<file path="config.mk">
export PLATFORM = sky130hd
export DESIGN_NAME = seg7_reader
export DESIGN_NICKNAME = d
export VERILOG_FILES = /design/src/rtl/seg7_reader_pkg.sv /design/src/rtl/seg7_reader_glyph_match.sv /design/src/rtl/seg7_reader.sv
export SDC_FILE = /design/constraint.sdc
export NUM_CORES = 1
export LEC_CHECK = 0
export CORE_MARGIN = 2
export CORE_UTILIZATION = 50
export DETAILED_ROUTE_END_ITERATION = 8
export PLACE_DENSITY = 0.85
export SYNTH_ARGS = -nofsm -noshare
export SYNTH_HDL_FRONTEND = slang
export SYNTH_SLANG_ARGS = --single-unit
export TNS_END_PERCENT = 1
</file>
<file path="constraint.sdc">
create_clock -name clk -period 2.25 [get_ports clk]
set_input_delay 0.45 -clock clk [delete_from_list [all_inputs] [get_ports clk]]
set_output_delay 0.45 -clock clk [all_outputs]
set_load 0.1 [all_outputs]
</file>
<file path="src/rtl/seg7_reader_pkg.sv">
// Shared constants for the 7-segment reader: hex glyphs (a..g MSB first),
// segment bit positions and the capture FSM state type.
package seg7_pkg;

  localparam logic [6:0] GLYPH_0 = 7'h7E;
  localparam logic [6:0] GLYPH_1 = 7'h30;
  localparam logic [6:0] GLYPH_2 = 7'h6D;
  localparam logic [6:0] GLYPH_3 = 7'h79;
  localparam logic [6:0] GLYPH_4 = 7'h33;
  localparam logic [6:0] GLYPH_5 = 7'h5B;
  localparam logic [6:0] GLYPH_6 = 7'h5F;
  localparam logic [6:0] GLYPH_7 = 7'h70;
  localparam logic [6:0] GLYPH_8 = 7'h7F;
  localparam logic [6:0] GLYPH_9 = 7'h7B;
  localparam logic [6:0] GLYPH_A = 7'h77;
  localparam logic [6:0] GLYPH_B = 7'h1F;
  localparam logic [6:0] GLYPH_C = 7'h4E;
  localparam logic [6:0] GLYPH_D = 7'h3D;
  localparam logic [6:0] GLYPH_E = 7'h4F;
  localparam logic [6:0] GLYPH_F = 7'h47;

  localparam int SEG_A = 6;
  localparam int SEG_B = 5;
  localparam int SEG_C = 4;
  localparam int SEG_D = 3;
  localparam int SEG_E = 2;
  localparam int SEG_F = 1;
  localparam int SEG_G = 0;

  typedef enum logic [1:0] {
    IDLE   = 2'd0,
    SETTLE = 2'd1,
    LOCKED = 2'd2
  } seg7_state_e;

  // Common-anode buses drive a lit segment as 0; normalise to active-high.
  function automatic logic [6:0] seg7_normalise(input logic [6:0] seg,
                                                input logic      active_low);
    return seg ^ {7{active_low}};
  endfunction

endpackage

</file>
<file path="src/rtl/seg7_reader_glyph_match.sv">
// Combinational glyph decoder: a..g pattern to {hit, hex nibble}.
module seg7_glyph_match
  import seg7_pkg::*;
(
  input  logic [6:0] pattern_i,
  output logic       hit_o,
  output logic [3:0] nibble_o
);

  // Reverse lookup of the hex glyph table; anything else is a miss.
  always_comb begin
    hit_o    = 1'b1;
    nibble_o = 4'h0;
    case (pattern_i)
      GLYPH_0: nibble_o = 4'h0;
      GLYPH_1: nibble_o = 4'h1;
      GLYPH_2: nibble_o = 4'h2;
      GLYPH_3: nibble_o = 4'h3;
      GLYPH_4: nibble_o = 4'h4;
      GLYPH_5: nibble_o = 4'h5;
      GLYPH_6: nibble_o = 4'h6;
      GLYPH_7: nibble_o = 4'h7;
      GLYPH_8: nibble_o = 4'h8;
      GLYPH_9: nibble_o = 4'h9;
      GLYPH_A: nibble_o = 4'hA;
      GLYPH_B: nibble_o = 4'hB;
      GLYPH_C: nibble_o = 4'hC;
      GLYPH_D: nibble_o = 4'hD;
      GLYPH_E: nibble_o = 4'hE;
      GLYPH_F: nibble_o = 4'hF;
      default: begin
        hit_o    = 1'b0;
        nibble_o = 4'h0;
      end
    endcase
  end

endmodule

</file>
<file path="src/rtl/seg7_reader.sv">
// Segment-bus reader: debounces a..g patterns, decodes hex digits and packs
// DIGITS of them into a word on a valid/ready port. SEG7_READER_ACTIVE_LOW_EN
// selects a common-anode (active-low) segment bus.
module seg7_reader
  import seg7_pkg::*;
#(
  parameter int STABLE_CYCLES = 4,
  parameter int DIGITS        = 4
) (
  input  logic                  clk,
  input  logic                  rst_n,
  input  logic [6:0]            seg_in,
  input  logic                  seg_valid,
  output logic [4*DIGITS-1:0]   out_word,
  output logic                  out_valid,
  input  logic                  out_ready,
  output logic                  bad_pattern,
  output logic                  overrun
);

  localparam int W = 4 * DIGITS;
  localparam logic [7:0] STABLE_N   = 8'(STABLE_CYCLES);
  localparam logic [3:0] DIGITS_N   = 4'(DIGITS);
  localparam logic       STABLE_ONE = (STABLE_CYCLES == 1);

`ifdef SEG7_READER_ACTIVE_LOW_EN
  localparam logic ACTIVE_LOW = 1'b1;
`else
  localparam logic ACTIVE_LOW = 1'b0;
`endif

  seg7_state_e   state_q, state_d;
  logic [7:0]    cnt_q, cnt_d;
  logic [6:0]    prev_q, prev_d;
  logic [W-1:0]  word_q, word_d;
  logic [3:0]    dcnt_q, dcnt_d;
  logic          valid_q, valid_d;
  logic          bad_q, bad_d;
  logic          ovr_q, ovr_d;

  logic [6:0]    seg_s;
  logic [7:0]    cnt_inc_s;
  logic          eval_s;
  logic          hit_s;
  logic [3:0]    nibble_s;
  logic          hs_s;
  logic [3:0]    dcnt_base_s;
  logic [W+3:0]  shifted_s;

  assign seg_s     = seg7_normalise(seg_in, ACTIVE_LOW);
  assign cnt_inc_s = cnt_q + 8'd1;
  assign hs_s      = valid_q & out_ready;

  seg7_glyph_match u_match (
    .pattern_i (seg_s),
    .hit_o     (hit_s),
    .nibble_o  (nibble_s)
  );

  // Stability FSM: one evaluation per seg_valid high period.
  always_comb begin
    state_d = state_q;
    cnt_d   = cnt_q;
    prev_d  = prev_q;
    eval_s  = 1'b0;
    case (state_q)
      IDLE: begin
        if (seg_valid) begin
          prev_d  = seg_s;
          cnt_d   = 8'd1;
          eval_s  = STABLE_ONE;
          state_d = STABLE_ONE ? LOCKED : SETTLE;
        end else begin
          cnt_d   = 8'd0;
          state_d = IDLE;
        end
      end
      SETTLE: begin
        if (!seg_valid) begin
          cnt_d   = 8'd0;
          state_d = IDLE;
        end else if (seg_s == prev_q) begin
          cnt_d   = cnt_inc_s;
          eval_s  = (cnt_inc_s == STABLE_N);
          state_d = eval_s ? LOCKED : SETTLE;
        end else begin
          prev_d  = seg_s;
          cnt_d   = 8'd1;
          state_d = SETTLE;
        end
      end
      LOCKED: begin
        if (!seg_valid) begin
          cnt_d   = 8'd0;
          state_d = IDLE;
        end else begin
          state_d = LOCKED;
        end
      end
      default: begin
        cnt_d   = 8'd0;
        state_d = IDLE;
      end
    endcase
  end

  // Word assembly, handshake and status flags.
  always_comb begin
    word_d      = word_q;
    dcnt_d      = dcnt_q;
    valid_d     = valid_q;
    ovr_d       = ovr_q;
    bad_d       = 1'b0;
    shifted_s   = {word_q, nibble_s};
    dcnt_base_s = hs_s ? 4'd0 : dcnt_q;
    if (hs_s) begin
      valid_d = 1'b0;
      dcnt_d  = 4'd0;
      ovr_d   = 1'b0;
    end else begin
      valid_d = valid_q;
    end
    if (eval_s) begin
      if (!hit_s) begin
        bad_d = 1'b1;
      end else if (!valid_q || hs_s) begin
        // A digit landing on the handshake edge starts the next word.
        word_d  = shifted_s[W-1:0];
        dcnt_d  = dcnt_base_s + 4'd1;
        valid_d = (dcnt_base_s + 4'd1 == DIGITS_N);
      end else begin
        ovr_d = 1'b1;
      end
    end else begin
      bad_d = 1'b0;
    end
  end

  // State and datapath registers.
  always_ff @(posedge clk or negedge rst_n) begin
    if (!rst_n) begin
      state_q <= IDLE;
      cnt_q   <= 8'd0;
      prev_q  <= 7'd0;
      word_q  <= '0;
      dcnt_q  <= 4'd0;
      valid_q <= 1'b0;
      bad_q   <= 1'b0;
      ovr_q   <= 1'b0;
    end else begin
      state_q <= state_d;
      cnt_q   <= cnt_d;
      prev_q  <= prev_d;
      word_q  <= word_d;
      dcnt_q  <= dcnt_d;
      valid_q <= valid_d;
      bad_q   <= bad_d;
      ovr_q   <= ovr_d;
    end
  end

  assign out_word    = word_q;
  assign out_valid   = valid_q;
  assign bad_pattern = bad_q;
  assign overrun     = ovr_q;

endmodule

</file>
==> flow_summary_export.csv, run 1 <==
group,metric,value,unit
power_and_ir_drop,p_leak,1.483,nW
global_route,grtUsageMet2,38.02,%
floorplanning,floorplan.initialDensity,52.69,%
logic_synthesis,yosys.area_share.simple,21.30,%
placed_design,dpl.hpwl,3934,um
cts,cts_max_path_buffers,2,
cts,cts.clk_slew.worst_paths,0.09,ns
floorplanning,design.die.area,5214,sq um
worst_setup_path,worstPathRequired,2.43,ns
global_route,antenna_found_initial,0,
cts,clock_sinks,40,
power_and_ir_drop,pwr-share-seq,50.4,%
worst_setup_path,r2r_slack,0.15,ns
power_and_ir_drop,power_per_cell_area,477.3,nW/um^2
run_status,status,"finished clean",
timing,fin_crit,2.170,ns
logic_synthesis,synth_cell_types,48,
placed_design,dpl.cell_count,333,
layout,regArea,1001,sq um
logic_synthesis,ys_async_sr_fraction,100.0,%
worst_setup_path,path_cells,"clkdlybuf4s50_1, buf_6, buf_4, inv_1, nor4_4, nor3_2, nand4_4, nand3_4, buf_12, mux2_2",
drt,initialDrtViolationCount,125,
drt,wl_per_cell,16.43,um
logic_synthesis,ys_ff_latch,40,
timing,fmax,0.4608,GHz
timing,tightest_slew,0.8936,ns
logic_synthesis,yosys.area.top_type_share,43.03,%
drt,vias_per_cell,5.736,
power_and_ir_drop,p_int,1.086,mW
cts,insertion_delay,0.30,ns
layout,syn_to_final_growth,33.14,%
worst_setup_path,r2r-start,"cnt_q[0]",
drt,first_pass_iters,4,
worst_setup_path,r2r-end,"out_word[12]",
logic_synthesis,synth_cells,223,
global_route,grt_overflow_total,0,
worst_setup_path,cp.arrival,2.35,ns
power_and_ir_drop,clkPwrFrac,35.5,%
drt,wl,5717,um
logic_synthesis,ys_warn_count,0,
cts,cts_tree,"yes",
layout,stdcell_count,348,
floorplanning,coreArea,4414,sq um
power_and_ir_drop,netSwitchingFraction,26.53,%
global_route,grt_util_all_layers,22.50,%
floorplanning,io_pins,30,
timing,max_slew_margin,40.43,%
power_and_ir_drop,ir_worst_vdd,0.0004541,V
global_route,grt_util_met3,4.583,%
worst_hold_path,hp-class,"primary input to asynchronous set/reset pin",
logic_synthesis,synth_area_leaders,"dfrtp_1 43%, mux2_2 6.8%, mux2_4 5.8%, xnor2_1 3.8%, nand2_1 3.7%",
worst_setup_path,startpoint_type,"primary input",
global_route,grt_pass1_wl,9294,um
logic_synthesis,syn_nets,237,
cts,h-tree-depth,2,
timing,finalCritPeriodShare,96.45,%
layout,multi_input_area,1313,sq um
worst_setup_path,cp-end-kind,"flop",
timing,hold_viol,0,
cts,cts_root_buf,"clkbuf_8",
global_route,grt_pass1_vias,1990,
global_route,met1_usage,29.04,%
worst_setup_path,path_max_fanout,13,
timing,setup_viol,0,
logic_synthesis,ys.flop_type,"dfrtp_1",
timing,maxSlewViolCount,0,
drt,drtAntennaViolNets,0,
timing,fin_skew,0.005015,ns
layout,nets,309,
layout,final_area,3097,sq um
logic_synthesis,avgSynthCellArea,10.43,sq um
power_and_ir_drop,p_sw,0.3921,mW
power_and_ir_drop,pwr-share-comb,14.1,%
placed_design,routabilityCongestion,0.8877,
layout,fill_cells,307,
floorplanning,core.rowCount,24,
placed_design,portBuffers,29,
power_and_ir_drop,power.total,1.478,mW
logic_synthesis,synthAdderAreaFrac,1.614,%
placed_design,placed_area,2870,sq um
worst_setup_path,cpMaxStageDelayCell,"clkdlybuf4s50_1",
layout,antenna_cells,0,
worst_setup_path,crit_type,"primary input to flop",
drt,drc,0,
cts,cts_buffers,5,
timing,rsz0062_at_grt,"no",
logic_synthesis,synth-xor-area-share,5.648,%
logic_synthesis,yosysSeqAreaShare,43.03,%
job,cap_violations,0,
worst_setup_path,critical_path.max_stage_delay,0.41,ns
global_route,grt_max_degree,41,
drt,num_vias,1996,
worst_setup_path,ff2ff_path_depth,8,
logic_synthesis,yosys.area.top_type,"dfrtp_1",
global_route,grt_busiest_layer,"met2",
logic_synthesis,syn_area,2326,sq um
logic_synthesis,synth.area.mux_share,12.59,%
logic_synthesis,synth_edf_count,0,
logic_synthesis,synth-compound-area-share,12.48,%
floorplanning,chipHeight,72.21,um
floorplanning,die_w,72.21,um
layout,final_layout_size_suffix_gt1_share,40.54,%
logic_synthesis,synth_top_family_by_area,"simple AND/OR/NAND/NOR gates",
cells in the mapped netlist, drive strengths merged, types with 6 or more instances:
library cell,count
nand2,23
xnor2,10
a21oi,8
mux2,23
clkbuf,6
nor2,7
o21ai,13
nand3,10
nor3,8
dfrtp,40
power groups by stage:
| stage | logic [mW] | clock network (mW) | registers [mW] |
|---|---|---|---|
| final | 0.209 | 0.525 | 0.745 |
| after global routing | 0.226 | 0.558 | 0.747 |
| after CTS | 0.196 | 0.523 | 0.743 |
| after detailed placement | 0.192 | 0 | 0.758 |
| after global placement | 0.188 | 0 | 0.756 |
| after floorplan | 0.0943 | 0 | 0.756 |
area by class of cell:
type / instances / area share [%]
Clock buffer: 6 / 2.667
Clock inverter: 2 / 0.4444
Inverter: 5 / 0.6061
Multi-Input combinational cell: 167 / 42.38
Sequential cell: 40 / 32.32
Tap cell: 52 / 2.101
Timing Repair Buffer: 76 / 19.47
registers in the layout (all words and copies together) (netlist names):
name / count
bad_pattern: 1
cnt_q: 8
state_q: 2
out_word: 16
prev_q: 7
dcnt_q: 4
overrun: 1
out_valid: 1
kinds of logic (layout without fill, tap and decap cells):
logic type,Yosys count,count (layout)
fa+ha+maj,3,3
xor+xnor,15,15
buf+inv,16,89
flops,40,40
mux,23,23
compound gates,43,43
simple gates,83,83
layer usage:
layer  routed length, um  vias up
met3                 232       16
met5                   0        -
met4                 130        0
met1                2493      974
li1                    -      951
met2                2861       55
cells in the final DEF, fill, tap and decap left out, drive strengths merged, types with 2 or more instances in the layout:
master,netlist,routed
a22o,2,2
nor3,8,8
buf,5,67
a31oi,5,5
o22ai,4,4
and3,4,4
mux2,23,23
clkdlybuf4s50,0,3
dfrtp,40,40
nand3,10,10
nand2,23,23
dlygate4sd2,0,5
and4,3,3
xor2,5,5
ha,3,3
nor4b,2,2
or2,3,3
nor4,3,3
inv,5,6
xnor2,10,10
nand3b,2,2
a21oi,8,8
nand4,5,5
and3b,2,2
o21ai,13,13
nand2b,4,4
o31ai,2,2
clkbuf,6,6
or3b,2,2
and2,3,3
nor2,7,7
stage by stage:
step                      TNS [ns]  setup WS [ns]  util [%]  hold WS (ns)
final                            0        0.07983     70.15        0.2760
after global routing             0       0.001693     70.15        0.3503
after CTS                        0        0.01317     68.76        0.3034
after detailed placement    -11.51        -0.4976     65.02        0.4986
after global placement      -10.31        -0.4384     65.02        0.4924
after floorplan                  0        0.02872         -        0.1544
what timing repair did:
action / in CTS / in global routing
pin swaps: 4 / 4
endpoints found under the setup margin: 21 / 19
buffers inserted: 4 / 3
hold buffers: 0 / 0
resized for setup: 12 / 8
critical path: cells and delay by family:
| kind | cells | cell delay (ns) |
|---|---|---|
| multiplexers | 1 | 0.34 |
| AND/OR/NAND/NOR | 4 | 0.61 |
| buffers and inverters | 5 | 0.95 |
how the worst max path moves through the flow:
| stage | start | endpoint | slack [ns] | depth (start not counted) |
|---|---|---|---|---|
| floorplan | cnt_q[0] | out_word[12] | 0.03 | 8 |
| global placement | seg_in[4] | out_word[9] | -0.44 | 7 |
| detailed placement | seg_in[1] | out_word[5] | -0.50 | 9 |
| CTS | seg_in[5] | out_word[5] | 0.01 | 9 |
| global route | seg_in[6] | out_word[5] | 0.002 | 10 |
| finish | seg_in[6] | out_word[5] | 0.08 | 10 |
Power figures use the tool's default switching activity.
==> inputs of run 2 (changes only) <==
SKIP_CTS_REPAIR_TIMING = 1   (was unset)
SYNTH_HIERARCHICAL = 1   (was unset)
==> flow_summary_export.csv, run 2 <==
group,metric,value,unit
worst_setup_path,critical_path.max_stage_delay,0.54,ns
layout,syn_to_final_growth,30.03,%
logic_synthesis,synth_area_leaders,"dfrtp_1 44%, mux2_2 7.4%, mux2_4 5.9%, xor2_1 2.7%, nand3_1 2.6%",
global_route,antenna_found_initial,0,
logic_synthesis,syn_area,2283,sq um
global_route,grt_util_all_layers,20.54,%
worst_setup_path,crit_type,"primary input to flop",
logic_synthesis,synth_edf_count,0,
logic_synthesis,yosysSeqAreaShare,43.84,%
timing,fin_skew,0.004242,ns
timing,fin_crit,2.177,ns
power_and_ir_drop,p_leak,1.462,nW
floorplanning,core.rowCount,24,
worst_setup_path,startpoint_type,"primary input",
logic_synthesis,ys_ff_latch,40,
logic_synthesis,avgSynthCellArea,11.03,sq um
worst_setup_path,cp-end-kind,"flop",
logic_synthesis,ys.flop_type,"dfrtp_1",
layout,final_area,2969,sq um
layout,final_layout_size_suffix_gt1_share,38.43,%
timing,fmax,0.4594,GHz
layout,antenna_cells,0,
timing,setup_viol,0,
worst_setup_path,worstPathRequired,2.43,ns
worst_setup_path,critPathTopFamily,"simple AND/OR/NAND/NOR gates",
drt,wl_met2,2587,um
floorplanning,floorplan.initialDensity,52.08,%
global_route,grt_max_degree,24,
logic_synthesis,netlist_top_cells_count,"40 x dfrtp_1, 15 x mux2_2, 15 x nand2_1",
logic_synthesis,syn_nets,221,
logic_synthesis,synth_cells,207,
worst_setup_path,path_cells,"dlymetal6s2s_1, or4b_4, a21oi_2, a211oi_2, nand3_2, nand4_1, nor4_4, buf_4, and3b_1, nor3_1",
layout,regArea,1001,sq um
timing,finalCritPeriodShare,96.74,%
power_and_ir_drop,power_per_cell_area,476.1,nW/um^2
logic_synthesis,yosys.area.top_type_share,43.84,%
cts,cts_tree,"yes",
worst_setup_path,cpMaxStageDelayCell,"or4b_4",
worst_setup_path,cp.arrival,2.36,ns
cts,cts.clk_slew.worst_paths,0.08,ns
drt,initialDrtViolationCount,109,
drt,num_vias,1863,
drt,wl_per_cell,15.84,um
drt,first_pass_iters,4,
floorplanning,die_w,71.58,um
drt,wl,5069,um
placed_design,dpl.hpwl,3534,um
floorplanning,chipHeight,71.58,um
floorplanning,coreArea,4384,sq um
drt,drtAntennaViolNets,0,
cts,insertion_delay,0.29,ns
drt,m1WireLength,2171,um
global_route,grt_pass1_vias,1683,
layout,layout_commonest_cell,"buf_4",
layout,layout_common_cells,"49 x buf_4, 40 x dfrtp_1, 15 x nand2_1, 15 x mux2_2, 10 x nand3_1",
job,cap_violations,0,
cts,cts_buffers,5,
timing,hold_viol,0,
worst_hold_path,hp-class,"primary input to asynchronous set/reset pin",
layout,multi_input_area,1255,sq um
floorplanning,design.die.area,5124,sq um
power_and_ir_drop,power.total,1.414,mW
logic_synthesis,synth_most_common_cell,"dfrtp_1",
power_and_ir_drop,ir_worst_vdd,0.0003216,V
drt,routed-wl-met3,204,um
global_route,grt_overflow_total,0,
timing,fin_hold_ws,0.1337,ns
floorplanning,io_pins,30,
logic_synthesis,ys_warn_count,6,
run_status,status,"finished clean",
cts,cts_root_buf,"clkbuf_8",
global_route,grt_pass1_wl,8176,um
cts,h-tree-depth,2,
layout,nets,281,
drt,drc,0,
layout,largest_reg_flops,16,
drt,maxUsedRoutingLayer,"met4",
timing,maxSlewViolCount,0,
worst_setup_path,cp_num_buf_inv,2,
layout,fill_cells,314,
timing,tightest_slew,0.5474,ns
cts,cts_max_path_buffers,2,
logic_synthesis,yosys.area.top_type,"dfrtp_1",
placed_design,routabilityCongestion,0.8773,
drt,vias_per_cell,5.822,
cts,clock_sinks,40,
logic_synthesis,ys_async_sr_fraction,100.0,%
placed_design,portBuffers,29,
placed_design,placed_area,2738,sq um
worst_setup_path,path_max_fanout,4,
logic_synthesis,synth_cell_types,53,
timing,max_slew_margin,63.51,%
==> run 2: changes by cell type after synthesis, sizes merged, moves of 3 or more <==
cell    delta
xnor2      -4
buf        +4
nand2      -8
nor3       -5
clkbuf     -3
nor2       -3
a21oi      -3
==> run 2: logic make-up after synthesis <==
kind of cell	after synthesis	share of synthesized area [%]
flops	40	43.84
buf+inv	15	4.274
simple gates	74	20.88
xor+xnor	13	4.986
fa+ha+maj	3	1.644
mux	24	13.31
compound gates	38	11.07
==> run 2: final cells by class <==
cell class	instances	area share [%]
multi-input cells	152	42.27
well taps	52	2.191
clock inverters	1	0.2528
clock buffers	7	2.908
inverters	3	0.3793
flip-flops and latches	40	33.71
repair buffers	65	18.29
==> run 2: path summary, 6_finish.rpt <==
path | start | endpoint | slack, ns | depth (start not counted)
max | seg_in[6] | dcnt_q[2] | 0.07 | 10
min | rst_n | out_word[9] | 0.13 | 1
max reg2reg | cnt_q[3] | out_word[4] | 0.12 | 7
min reg2reg | out_word[15] | out_word[15] | 0.51 | 1
max in group asynchronous | rst_n | dcnt_q[1] | 1.55 | 2
min in group clk | out_word[15] | out_word[15] | 0.51 | 1
==> run 2: stage by stage <==
step / utilization [%] / instances / worst slack [ns] / setup TNS, ns
2_1_floorplan: - / 207 / 0.06092 / 0
3_3_place_gp: 62.44 / 306 / -0.4674 / -9.293
3_5_place_dp: 62.44 / 306 / -0.5262 / -10.43
4_1_cts: 64.58 / 314 / -0.2338 / -2.740
5_1_grt: 67.72 / 320 / -0.02010 / -0.03214
6_report: 67.72 / 320 / 0.07338 / 0
==> run 2: power by group <==
part | internal [mW] | leakage [nW] | switching [mW] | total, mW
clock network | 0.249 | 0.0445 | 0.250 | 0.499
registers | 0.733 | 0.539 | 0.00921 | 0.742
logic | 0.0856 | 0.879 | 0.0864 | 0.172
total | 1.07 | 1.46 | 0.346 | 1.41
==> run 2: layer usage <==
metal	up-vias	GRT usage, %
met3	9	4.923
met5	-	0
li1	880	-
met4	0	7.338
met2	57	33.64
met1	917	26.73
